--- config.mk ---
export PLATFORM = sky130hd
export DESIGN_NAME = t05_regfile_write_arbiter
export DESIGN_NICKNAME = d
export VERILOG_FILES = /design/src/rtl/t05_regfile_write_arbiter.sv
export SDC_FILE = /design/constraint.sdc
export NUM_CORES = 1
export LEC_CHECK = 0
export CAP_MARGIN = 30
export CORE_MARGIN = 1
export CORE_UTILIZATION = 30
export DETAILED_ROUTE_END_ITERATION = 10
export GPL_TIMING_DRIVEN = 0
export SLEW_MARGIN = 30
export SYNTH_ARGS = -nofsm -noshare
export SYNTH_HDL_FRONTEND = slang
export SYNTH_SLANG_ARGS = --single-unit
export TNS_END_PERCENT = 50
--- constraint.sdc ---
create_clock -name clk -period 5.4 [get_ports clk]
set_input_delay 0.81 -clock clk [delete_from_list [all_inputs] [get_ports clk]]
set_output_delay 0.81 -clock clk [all_outputs]
set_load 0.005 [all_outputs]
--- src/rtl/t05_regfile_write_arbiter.sv ---
// -----------------------------------------------------------------------------
// t05_regfile_write_arbiter
//
// Purpose:
//   Two writeback requesters share the single register-file write port:
//   req0 is the ALU and req1 is the load unit. A round-robin arbiter picks one
//   request per cycle. The winner is captured in a registered write stage,
//   which drives the register file's write / rd / reg_write inputs.
//
//   A pending-destination scoreboard tracks every issued instruction whose
//   result has not been written yet. Issue logic uses it in two ways:
//     - hazard      : stall decode on RAW hazards.
//     - issue_ready : stall issue on WAW hazards.
//   A scoreboard bit clears on the same edge that the register file captures
//   the data.
//
// Parameters:
//   DATA_W  write data width
//   ADDR_W  register index width (2**ADDR_W registers, index 0 reads as zero)
//
// Ports:
//   clk, rst                        clock, synchronous active-high reset
//   req0_valid/rd/data, req0_ready  ALU writeback request / accept
//   req1_valid/rd/data, req1_ready  load-unit writeback request / accept
//   issue_valid, issue_rd           instruction issuing with destination issue_rd
//   issue_ready                     issue permitted (no WAW conflict)
//   rs1, rs2                        decode-stage source registers
//   hazard                          rs1 or rs2 has an outstanding write
//   write, rd, reg_write            registered register-file write port
//   pending_cnt                     number of outstanding destinations
// -----------------------------------------------------------------------------
module t05_regfile_write_arbiter #(
    parameter int DATA_W = 32,
    parameter int ADDR_W = 5
) (
    input  logic              clk,
    input  logic              rst,

    input  logic              req0_valid,
    input  logic [ADDR_W-1:0] req0_rd,
    input  logic [DATA_W-1:0] req0_data,
    output logic              req0_ready,

    input  logic              req1_valid,
    input  logic [ADDR_W-1:0] req1_rd,
    input  logic [DATA_W-1:0] req1_data,
    output logic              req1_ready,

    input  logic              issue_valid,
    input  logic [ADDR_W-1:0] issue_rd,
    output logic              issue_ready,

    input  logic [ADDR_W-1:0] rs1,
    input  logic [ADDR_W-1:0] rs2,
    output logic              hazard,

    output logic              write,
    output logic [ADDR_W-1:0] rd,
    output logic [DATA_W-1:0] reg_write,

    output logic [ADDR_W:0]   pending_cnt
);

    localparam int NREG = 2 ** ADDR_W;

    // -------------------------------------------------------------------------
    // State
    // -------------------------------------------------------------------------
    logic            last_grant;   // index of the requester granted most recently
    logic [NREG-1:0] pending;      // one bit per destination awaiting writeback

    // -------------------------------------------------------------------------
    // Round-robin arbitration
    // -------------------------------------------------------------------------
    // A lone request always wins. When both requests are valid, the requester
    // that was not granted last time wins. The grants depend only on the
    // valids and last_grant, never on the ready outputs, so there is no
    // combinational loop through a requester that waits for ready.
    logic            grant0;
    logic            grant1;
    logic            accept;
    logic [ADDR_W-1:0] sel_rd;
    logic [DATA_W-1:0] sel_data;

    // NOTE: every signal written in an always_comb gets a default value at the
    // top of the block. This way no path leaves it unassigned, which would
    // otherwise infer a latch.
    always_comb begin
        grant0   = 1'b0;
        grant1   = 1'b0;
        sel_rd   = '0;
        sel_data = '0;

        if (req0_valid && req1_valid) begin
            grant0 = last_grant;        // req1 won last time -> req0's turn
            grant1 = ~last_grant;
        end else begin
            grant0 = req0_valid;
            grant1 = req1_valid;
        end

        if (grant1) begin
            sel_rd   = req1_rd;
            sel_data = req1_data;
        end else begin
            sel_rd   = req0_rd;
            sel_data = req0_data;
        end
    end

    assign accept     = grant0 | grant1;
    assign req0_ready = grant0;
    assign req1_ready = grant1;

    // -------------------------------------------------------------------------
    // Scoreboard lookups
    // -------------------------------------------------------------------------
    // The output stage clears its destination at the end of this cycle.
    // Because of that, a new producer of the same register may issue now:
    // its set lands on the same edge and wins over the clear.
    logic write_hits_issue;
    logic set_en;

    assign write_hits_issue = write && (rd == issue_rd);

    assign issue_ready = (issue_rd == '0) || !pending[issue_rd] || write_hits_issue;

    assign set_en = issue_valid && issue_ready && (issue_rd != '0);

    // There is no bypass from the write stage. A source stays hazardous until
    // the cycle after its write, when the register file holds the new value.
    assign hazard = ((rs1 != '0) && pending[rs1]) ||
                    ((rs2 != '0) && pending[rs2]);

    // Next scoreboard contents. The clear is applied first and the set second,
    // so a same-index set and clear leaves the bit set.
    logic [NREG-1:0] pending_nxt;

    always_comb begin
        pending_nxt = pending;
        if (write) begin
            pending_nxt[rd] = 1'b0;
        end
        if (set_en) begin
            pending_nxt[issue_rd] = 1'b1;
        end
    end

    // Population count of the scoreboard register, so the count tracks the
    // bits exactly.
    always_comb begin
        pending_cnt = '0;
        for (int i = 0; i < NREG; i++) begin
            pending_cnt = pending_cnt + (ADDR_W + 1)'(pending[i]);
        end
    end

    // -------------------------------------------------------------------------
    // Registered write stage, arbiter pointer and scoreboard
    // -------------------------------------------------------------------------
    // NOTE: sequential state is updated with non-blocking assignments only.
    // Every flop then samples values from before the edge, whatever order the
    // statements are written in.
    always_ff @(posedge clk) begin
        if (rst) begin
            // A request accepted in the cycle of reset is discarded.
            write      <= 1'b0;
            rd         <= '0;
            reg_write  <= '0;
            last_grant <= 1'b1;          // req0 wins the first tie
            pending    <= '0;
        end else begin
            // A write to x0 is dropped here and never reaches the register
            // file or the scoreboard.
            write <= accept && (sel_rd != '0);
            if (accept) begin
                rd         <= sel_rd;
                reg_write  <= sel_data;
                last_grant <= grant1;
            end
            pending <= pending_nxt;
        end
    end

endmodule

==> flow_summary.json <==
{
  "gpl.final_weighted_congestion": 0.9197,
  "drive_gt1_share_pct": 16.78,
  "synth_area_per_cell_um2": 8.816,
  "drv_slew": 0,
  "core-area_mm2": 0.01676,
  "ctsRootBufferMaster": "clkbuf_16",
  "synth-seq-area-share_pct": 27.33,
  "critPathBufInv": 5,
  "reg2reg_depth": 6,
  "violations_in_the_final_reports": "setup timing",
  "holdCritPathClass": "flip-flop to flip-flop",
  "grt_usage_pct": 19.75,
  "synth_nets": 715,
  "clkSlewWorstSetupHoldPaths_ps": 70,
  "worst_slew_margin_rel_pct": 57.72,
  "route.antenna.remaining_nets": 0,
  "cp_num_cells": 16,
  "routed_wirelength_um": 17600,
  "min_period_ps": 5741,
  "holdPathStages": 2,
  "cts.sink_count": 71,
  "post_cts_hold_buffer_count": 0,
  "max-vdd-ir-drop_mv": 0.1633,
  "critical_path.endpoint_type": "output port",
  "num_rows": 47,
  "floorplan.die.height_um": 133.7,
  "wl_per_cell_um": 18.24,
  "worst_ep_arrival_time_ps": 4930,
  "setup.worst_path.start_class": "flip-flop",
  "dr_total_vias": 5193,
  "area_delta_synth_final_pct": 40.00,
  "finalSetupViolCount": 5,
  "port-buffer-count": 133,
  "max_cap_violations": 0,
  "worst_clk_skew_ps": 11.26,
  "initial_antenna_violation_count": 0,
  "nets": 865,
  "whs_ps": 499.3,
  "synth-edff-count": 0,
  "crit_path_top_delay_cell": "fa_1",
  "clock.fmax_mhz": 174.2,
  "floorplan.die_area_mm2": 0.01787,
  "portion_of_the_clock_cycle_consumed_by_the_worst_path_in_the_final_layout_pct": 106.3,
  "rsz_0062_raised_after_global_routing": "true",
  "postLayoutSetupSlackWorst_ps": -341.3,
  "yosys_register_bits": 71,
  "mapped_area_mm2": 0.005201,
  "post_dp_cell_area_mm2": 0.006808,
  "cts_tree": "built",
  "routed_via_density": 5.381,
  "status": "finished, violations left",
  "leakage_nw": 2.859,
  "critPathMaxFanout": 2,
  "post_synth_num_cell_types": 61,
  "power_density_mw_per_mm2": 228.1,
  "grt_pass1_wl_um": 27610,
  "detailedPlacementHpwl_um": 13470,
  "clk_path_buf_depth": 2,
  "worst-slew-pin-transition_ps": 632.8,
  "postLayoutCellArea_mm2": 0.007282,
  "cts-htree-levels": 3,
  "hold_violations": 0,
  "tritoncts.num_buffers": 9,
  "grt_start_max_net_pins": 13,
  "overflow_left_after_global_routing": 0,
  "critPathMaxStageDelay_ps": 560,
  "clk-insertion-delay-late_ps": 330,
  "die_width_um": 133.7,
  "antennaDiodeCount": 0,
  "critical_path.top_delay_family": "adder cells",
  "layout.filler_cells": 1656,
  "drt-initial-drc-count": 315,
  "cp_data_required_time_ps": 4590,
  "setup.worst_path.class": "flip-flop to output port",
  "critical_path_cell_by_cell": "fa_1 > inv_2 > fa_1 > inv_2 > fa_2 > fa_2 > fa_1 > inv_2 > fa_1 > inv_2 > ha_4 > fa_2 > a21o_1 > a21oi_2 > xnor2_1 > buf_2",
  "synthCells": 590,
  "async_flop_share_pct": 0,
  "drc": 0,
  "first_global_vias": 5301,
  "floorplan.initialDensity_pct": 31.03,
  "drt_first_pass_iters": 5,
  "number_of_warning_messages_in_the_yosys_log": 0,
  "synth-main-ff-cell": "dfxtp_1",
  "pin_count": 142
}
[power breakdown]
group,switching (W),internal [W]
Combinational,0.000161,0.000182
Clock,0.000238,0.000512
Sequential,0.0000194,0.000548
Total,0.000419,0.00124
[flip-flops by register name (all words and copies together) (netlist names)]
name and count:
pending 32, reg_write 32, write 1, last_grant 1, rd 5
[per-layer routing]
metal	up-vias	global-route usage (%)	share of wire [%]	routed length, µm
met5	-	0	0	0
met2	233	32.75	48	8382
met3	34	5.974	9.0	1576
met1	2509	24.19	41	7233
li1	2417	-	-	-
met4	0	6.881	2.3	407
[logic make-up after synthesis]
group	Yosys count	synth area share, %
fa+ha+maj	31	10.92
mux	41	12.24
buf+inv	113	8.925
xor+xnor	8	1.347
compound gates	162	22.97
simple gates	164	16.26
flops	71	27.33
[cell type report]
class,count,area [µm²],share of cell area [%]
Tap cell,220,275.3,3.780
Multi-Input combinational cell,406,3358,46.12
Inverter,67,251.5,3.454
Sequential cell,71,1456,20.00
Clock inverter,5,128.9,1.770
Buffer,46,212.7,2.921
Clock buffer,11,242.7,3.333
Timing Repair Buffer,139,1356,18.63
[path summary, 6_finish.rpt]
path	startpoint	to	slack, ps
worst max register to register	rd[2]	pending[29]	3140
worst min-delay path	pending[0]	pending[0]	500
worst min register to register	pending[0]	pending[0]	500
worst max-delay path	pending[11]	pending_cnt[4]	-340
[timing repair]
action	CTS	global route
pin swaps	15	8
setup buffers	3	3
endpoints found under the setup margin	6	5
resized for setup	47	13
[per-stage QoR]
stage / total power [W] / setup WS, ps / std cells / TNS, ps / utilization [%]
floorplan: 0.0007447 / 101.0 / 590 / 0 / -
finish: 0.001661 / -341.3 / 965 / -690.2 / 43.45
global placement: 0.0009155 / -654.2 / 943 / -2118 / 40.62
detailed placement: 0.0009191 / -698.0 / 943 / -2284 / 40.62
CTS: 0.001670 / -379.0 / 962 / -901.8 / 43.21
global route: 0.001719 / -492.5 / 965 / -1364 / 43.45
[cells in the final DEF, fill, tap and decap left out, types with 14 or more instances in the layout]
cell type,instances
a21oi_1,31
a31oi_1,27
clkbuf_1,35
clkdlybuf4s50_1,127
dfxtp_1,59
fa_1,20
inv_1,57
mux2i_1,22
mux4_2,18
nand2_1,27
nand3b_1,14
nor2_1,60
nor2b_1,17
o21ai_0,35
o221a_2,26
[tightest hold or removal path, delay by kind of cell, from the launching register on]
kind / cells / cell delay (ps)
buf+inv: 1 / 80
compound gates: 1 / 50
flops: 1 / 320
[Yosys cell counts, drive strengths merged, types with 7 or more instances]
library cell	count	area [µm²]
dfxtp	71	1421
inv	67	251.5
nor2	60	225.2
o21ai	41	205.2
clkbuf	35	141.4
a21oi	33	165.2
a31oi	29	202.7
nand2	27	101.4
o221a	26	292.8
fa	24	480.5
mux2i	22	220.2
mux4	18	405.4
nor2b	17	106.4
nand3b	14	105.1
buf	11	71.32
ha	7	87.58
nor4	7	43.79
xnor2	7	61.31
(Power assumes the default switching activity.)
